--- src/rtl/fm_hop_sequencer.sv ---
// Channel-hopping controller for fm_generator: holds a preset table written over a valid/ready port
// and steps through channels with a programmable dwell, strobing o_update on each parameter change.
module fm_hop_sequencer #(
  parameter int INC_W   = 31,
  parameter int DEV_W   = 17,
  parameter int NUM_CH  = 8,
  parameter int IDX_W   = 3,
  parameter int DWELL_W = 24
) (
  input  logic               i_ref_clk,
  input  logic               i_resetb,
  input  logic               i_cfg_valid,
  output logic               o_cfg_ready,
  input  logic [IDX_W-1:0]   i_cfg_addr,
  input  logic [INC_W-1:0]   i_cfg_carrier,
  input  logic [INC_W-1:0]   i_cfg_mod,
  input  logic [DEV_W-1:0]   i_cfg_dev,
  input  logic               i_run,
  input  logic [DWELL_W-1:0] i_dwell,
  input  logic [IDX_W-1:0]   i_last_ch,
  output logic [INC_W-1:0]   o_carrier_inc,
  output logic [INC_W-1:0]   o_mod_inc,
  output logic [DEV_W-1:0]   o_dev,
  output logic               o_update,
  output logic               o_ce,
  output logic [IDX_W-1:0]   o_channel,
  output logic               o_busy
);

  typedef enum logic [1:0] {
    S_IDLE   = 2'd0,
    S_LOAD   = 2'd1,
    S_STROBE = 2'd2,
    S_DWELL  = 2'd3
  } state_t;

  localparam logic [DWELL_W-1:0] DWELL_ONE = DWELL_W'(1);
  localparam logic [IDX_W-1:0]   IDX_ONE   = IDX_W'(1);

  state_t               state_q, state_d;
  logic [IDX_W-1:0]     chan_q, chan_d;
  logic [DWELL_W-1:0]   cnt_q, cnt_d;
  logic [INC_W-1:0]     car_q, car_d;
  logic [INC_W-1:0]     mod_q, mod_d;
  logic [DEV_W-1:0]     dev_q, dev_d;

  logic [INC_W-1:0]     tbl_car_q [NUM_CH];
  logic [INC_W-1:0]     tbl_mod_q [NUM_CH];
  logic [DEV_W-1:0]     tbl_dev_q [NUM_CH];

  logic                 cfg_wr;

  // Writes are blocked only while LOAD reads the table, so a copy is never torn.
  assign o_cfg_ready = (state_q != S_LOAD);
  assign cfg_wr      = i_cfg_valid & o_cfg_ready;

  always_ff @(posedge i_ref_clk) begin
    if (!i_resetb) begin
      for (int i = 0; i < NUM_CH; i++) begin
        tbl_car_q[i] <= '0;
        tbl_mod_q[i] <= '0;
        tbl_dev_q[i] <= '0;
      end
    end else if (cfg_wr) begin
      tbl_car_q[i_cfg_addr] <= i_cfg_carrier;
      tbl_mod_q[i_cfg_addr] <= i_cfg_mod;
      tbl_dev_q[i_cfg_addr] <= i_cfg_dev;
    end
  end

  always_comb begin
    state_d = state_q;
    chan_d  = chan_q;
    cnt_d   = cnt_q;
    car_d   = car_q;
    mod_d   = mod_q;
    dev_d   = dev_q;
    case (state_q)
      S_IDLE: begin
        if (i_run) begin
          chan_d  = '0;
          state_d = S_LOAD;
        end
      end
      S_LOAD: begin
        car_d   = tbl_car_q[chan_q];
        mod_d   = tbl_mod_q[chan_q];
        dev_d   = tbl_dev_q[chan_q];
        state_d = S_STROBE;
      end
      S_STROBE: begin
        // A dwell of zero behaves as one cycle; the counter never underflows.
        cnt_d   = (i_dwell == '0) ? '0 : (i_dwell - DWELL_ONE);
        state_d = S_DWELL;
      end
      S_DWELL: begin
        if (!i_run) begin
          state_d = S_IDLE;
        end else if (cnt_q == '0) begin
          chan_d  = (chan_q >= i_last_ch) ? '0 : (chan_q + IDX_ONE);
          state_d = S_LOAD;
        end else begin
          cnt_d = cnt_q - DWELL_ONE;
        end
      end
      default: state_d = S_IDLE;
    endcase
  end

  always_ff @(posedge i_ref_clk) begin
    if (!i_resetb) begin
      state_q <= S_IDLE;
      chan_q  <= '0;
      cnt_q   <= '0;
      car_q   <= '0;
      mod_q   <= '0;
      dev_q   <= '0;
    end else begin
      state_q <= state_d;
      chan_q  <= chan_d;
      cnt_q   <= cnt_d;
      car_q   <= car_d;
      mod_q   <= mod_d;
      dev_q   <= dev_d;
    end
  end

  assign o_carrier_inc = car_q;
  assign o_mod_inc     = mod_q;
  assign o_dev         = dev_q;
  assign o_channel     = chan_q;
  assign o_update      = (state_q == S_STROBE);
  assign o_ce          = (state_q != S_IDLE);
  assign o_busy        = (state_q != S_IDLE);

endmodule

--- config.mk ---
export PLATFORM = sky130hd
export DESIGN_NAME = fm_hop_sequencer
export DESIGN_NICKNAME = d
export VERILOG_FILES = /design/src/rtl/fm_hop_sequencer.sv
export SDC_FILE = /design/constraint.sdc
export NUM_CORES = 1
export LEC_CHECK = 0
export CAP_MARGIN = 0
export CORE_MARGIN = 8
export CORE_UTILIZATION = 54
export DETAILED_ROUTE_END_ITERATION = 16
export GPL_ROUTABILITY_DRIVEN = 0
export PLACE_DENSITY = 0.81
export SKIP_LAST_GASP = 1
export SLEW_MARGIN = 5
export SYNTH_ARGS = -nofsm -noshare
export SYNTH_HDL_FRONTEND = slang
export SYNTH_SLANG_ARGS = --single-unit
--- constraint.sdc ---
create_clock -name i_ref_clk -period 7.3 [get_ports i_ref_clk]
set_input_delay 1.46 -clock i_ref_clk [delete_from_list [all_inputs] [get_ports i_ref_clk]]
set_output_delay 1.46 -clock i_ref_clk [all_outputs]
set_load 0.03 [all_outputs]
==> metrics.txt <==
status finished clean; H-tree depth 3; root buffer cell clkbuf_16; power per cell area 301.9 nW/µm²; part of the power in combinational logic 21.7%; die area around 70,000 µm²; final WL 78.89 mm; CTS Buf Count 75; mapped cell area roughly 33,000 µm²; Async SR Flop Fraction 0%; Area Growth Syn to Fin 15.88%; vias per cell a little over 6; synthesized flop and latch total 740; total grt overflow 0; num ports between 150 and 200; top_reg_cell synth edfxtp_1; clock latency on the worst-skew pair 0.62 ns; placed cell area 35,800 µm²; min cycle time layout about 4.6 ns; Total Routing Usage GR ~23%; final setup fails 0; starting density of the core 54.71%; WL/cell 24.34 µm; crit path max fanout 58; Flop pwr share 45.3%; commonest cells in the synthesized netlist and2_1, edfxtp_1, mux4_2; worst slew pin tran 1.238 ns; Fillers 4,150; count leader, synth and2_1; CTS hold repair buffers 0; Sw Pwr about 3.4 mW; clock power share 33.0%; Mapped Cells between 2,000 and 2,500; global route hottest layer met2; top post-synthesis cells by area edfxtp_1, and2_1, mux4_2; Rows 90; max_slew headroom 17.30%; syn_nets 2,364; CTS tree done; sequential share of the synthesized area 64.02%; RSZ-0062 raised after global routing false; Die X approximately 260 µm; Final Cycle Share 63.66%; largest net degree at the start of global routing 99; initial antenna violation count 9; Post-CTS Resized 0; maximum root-to-sink buffer count 3; core footprint about 60,000 µm²; final net count 2,518; number of flops mapped to enable cells by yosys 632; Routed Antenna Nets 0; HPWL after DPL approximately 46 mm; vias in the first global route 20,370; dpl cells slightly above 3,000; Worst Path Arrival 4.91 ns; Net Sw Frac approximately 29%; post-synth cell types 73; register area ~21,000 µm²; max-cap viol count 0; Setup Fix Bufs, Post-CTS 0; Internal ~8.2 mW; die height 263.3 µm; met1 Track Usage GR between 20 and 30%; clock skew 0.02048 ns; Layout Utilization 63.39%; FMAX 215.2 MHz; Yosys top cell by area edfxtp_1; Avg Cell Area, Syn 14.75 µm²; Clock transition at path regs about 0.06 ns; met3 Track Usage GR 4.652%; Via Count 19,580; share of the synthesized area in the top cell type 57.47%; VDD IR max 0.2907 mV; CP Capture Type flop; CTS sink count 740; port bufs 198; final std cells w/o fill between 3,000 and 4,000; LEAKAGE about 13 nW; kind of critical path input pin to flop; final hold violations 0; Post-Route Setup TNS 0 ns; Ys Warns 0; worst hold-check path type flop to flop; 1st-iter DRT viols roughly 2,000; Data required, critical path 7.57 ns; share of layout cells above drive strength 1 between 10% and 20%; Pre-antenna DRT Iters 5; first-pass GRT wire length between 100 and 150 mm; met2 Use GR 37.76%; residual DRC count 0; area taken by multi-input logic gates roughly 11,000 µm²; critical path launch point type input pin; design area 38,260 µm²; Slew Limit Fails 0
-- metrics by stage --
stage	total power [mW]	hold WS [ns]	setup slack, ns
global route	11.97	0.4994	2.512
global placement	7.695	0.4713	2.229
detailed placement	7.781	0.4760	2.063
finish	11.55	0.4849	2.653
CTS	11.57	0.4838	2.661
floorplan	6.885	0.4575	-0.6284
-- logic make-up (layout without fill, tap and decap cells) --
group / count (synthesis) / after routing / synth area share (%)
and+or+nand+nor: 882 / 882 / 15.80
DFF: 740 / 740 / 64.02
muxes: 239 / 239 / 13.24
AOI/OAI and AO/OA: 177 / 177 / 3.895
buffers and inverters: 168 / 385 / 2.031
xor gates and xnor gates: 21 / 21 / 0.5570
adders and majority gates: 12 / 12 / 0.4547
other: 0 / 3 / 0
-- cell usage in the layout, fill, tap and decap left out, drive strengths merged, types with 14 or more instances in the layout --
cell	instances
and2	633
edfxtp	632
clkdlybuf4s50	198
mux4	158
nor2	117
dfxtp	108
clkbuf	100
a211oi	81
mux2i	80
nand2	30
buf	30
clkinv	28
o21ai	27
nor3	26
inv	20
nand3	14
-- final timing paths --
kind                           from                end  slack [ns]  cells after the start
setup / recovery           i_resetb   tbl_car_q[1][26]        2.65                      5
hold / removal    o_carrier_inc[29]  o_carrier_inc[29]        0.48                      2
setup reg to reg         state_q[1]   tbl_car_q[1][26]        3.38                      7
hold reg to reg   o_carrier_inc[29]  o_carrier_inc[29]        0.48                      2
-- power groups by stage --
stage                     Combinational, mW  Clock [mW]  Sequential, mW
final                                  2.51        3.81            5.24
after global routing                   2.67        4.01            5.28
after CTS                              2.49        3.85            5.23
after detailed placement               2.47           0            5.31
after global placement                 2.41           0            5.29
after floorplan                        1.28           0            5.61
-- flip-flops by register name (all words and copies together) (netlist names) --
| register | count |
|---|---|
| state_q | 2 |
| tbl_mod_q | 248 |
| tbl_car_q | 248 |
| o_carrier_inc | 31 |
| o_dev | 17 |
| o_mod_inc | 31 |
| tbl_dev_q | 136 |
| o_channel | 3 |
| cnt_q | 24 |
-- critical path, cell delays in order --
cell	delay [ns]
clkdlybuf4s50_1	0.90
nand4_1	0.74
nor3_2	0.39
nand2b_4	0.89
buf_4	0.47
-- per-layer routing --
layer | routed length [µm] | vias to the layer above
met5 | 105 | -
met4 | 2122 | 14
met3 | 6824 | 147
met2 | 38640 | 892
met1 | 31200 | 9876
li1 | - | 8650
-- area by class of cell --
cell class                      count  area share [%]
Antenna cell                        3         0.01962
Clock buffer                      100           5.418
Clock inverter                     40          0.9974
Inverter                           17          0.1733
Multi-Input combinational cell   1331           29.69
Sequential cell                   740           55.28
Tap cell                          782           2.557
Timing Repair Buffer              228           5.866
No activity file was read; power rests on OpenSTA's default activity.
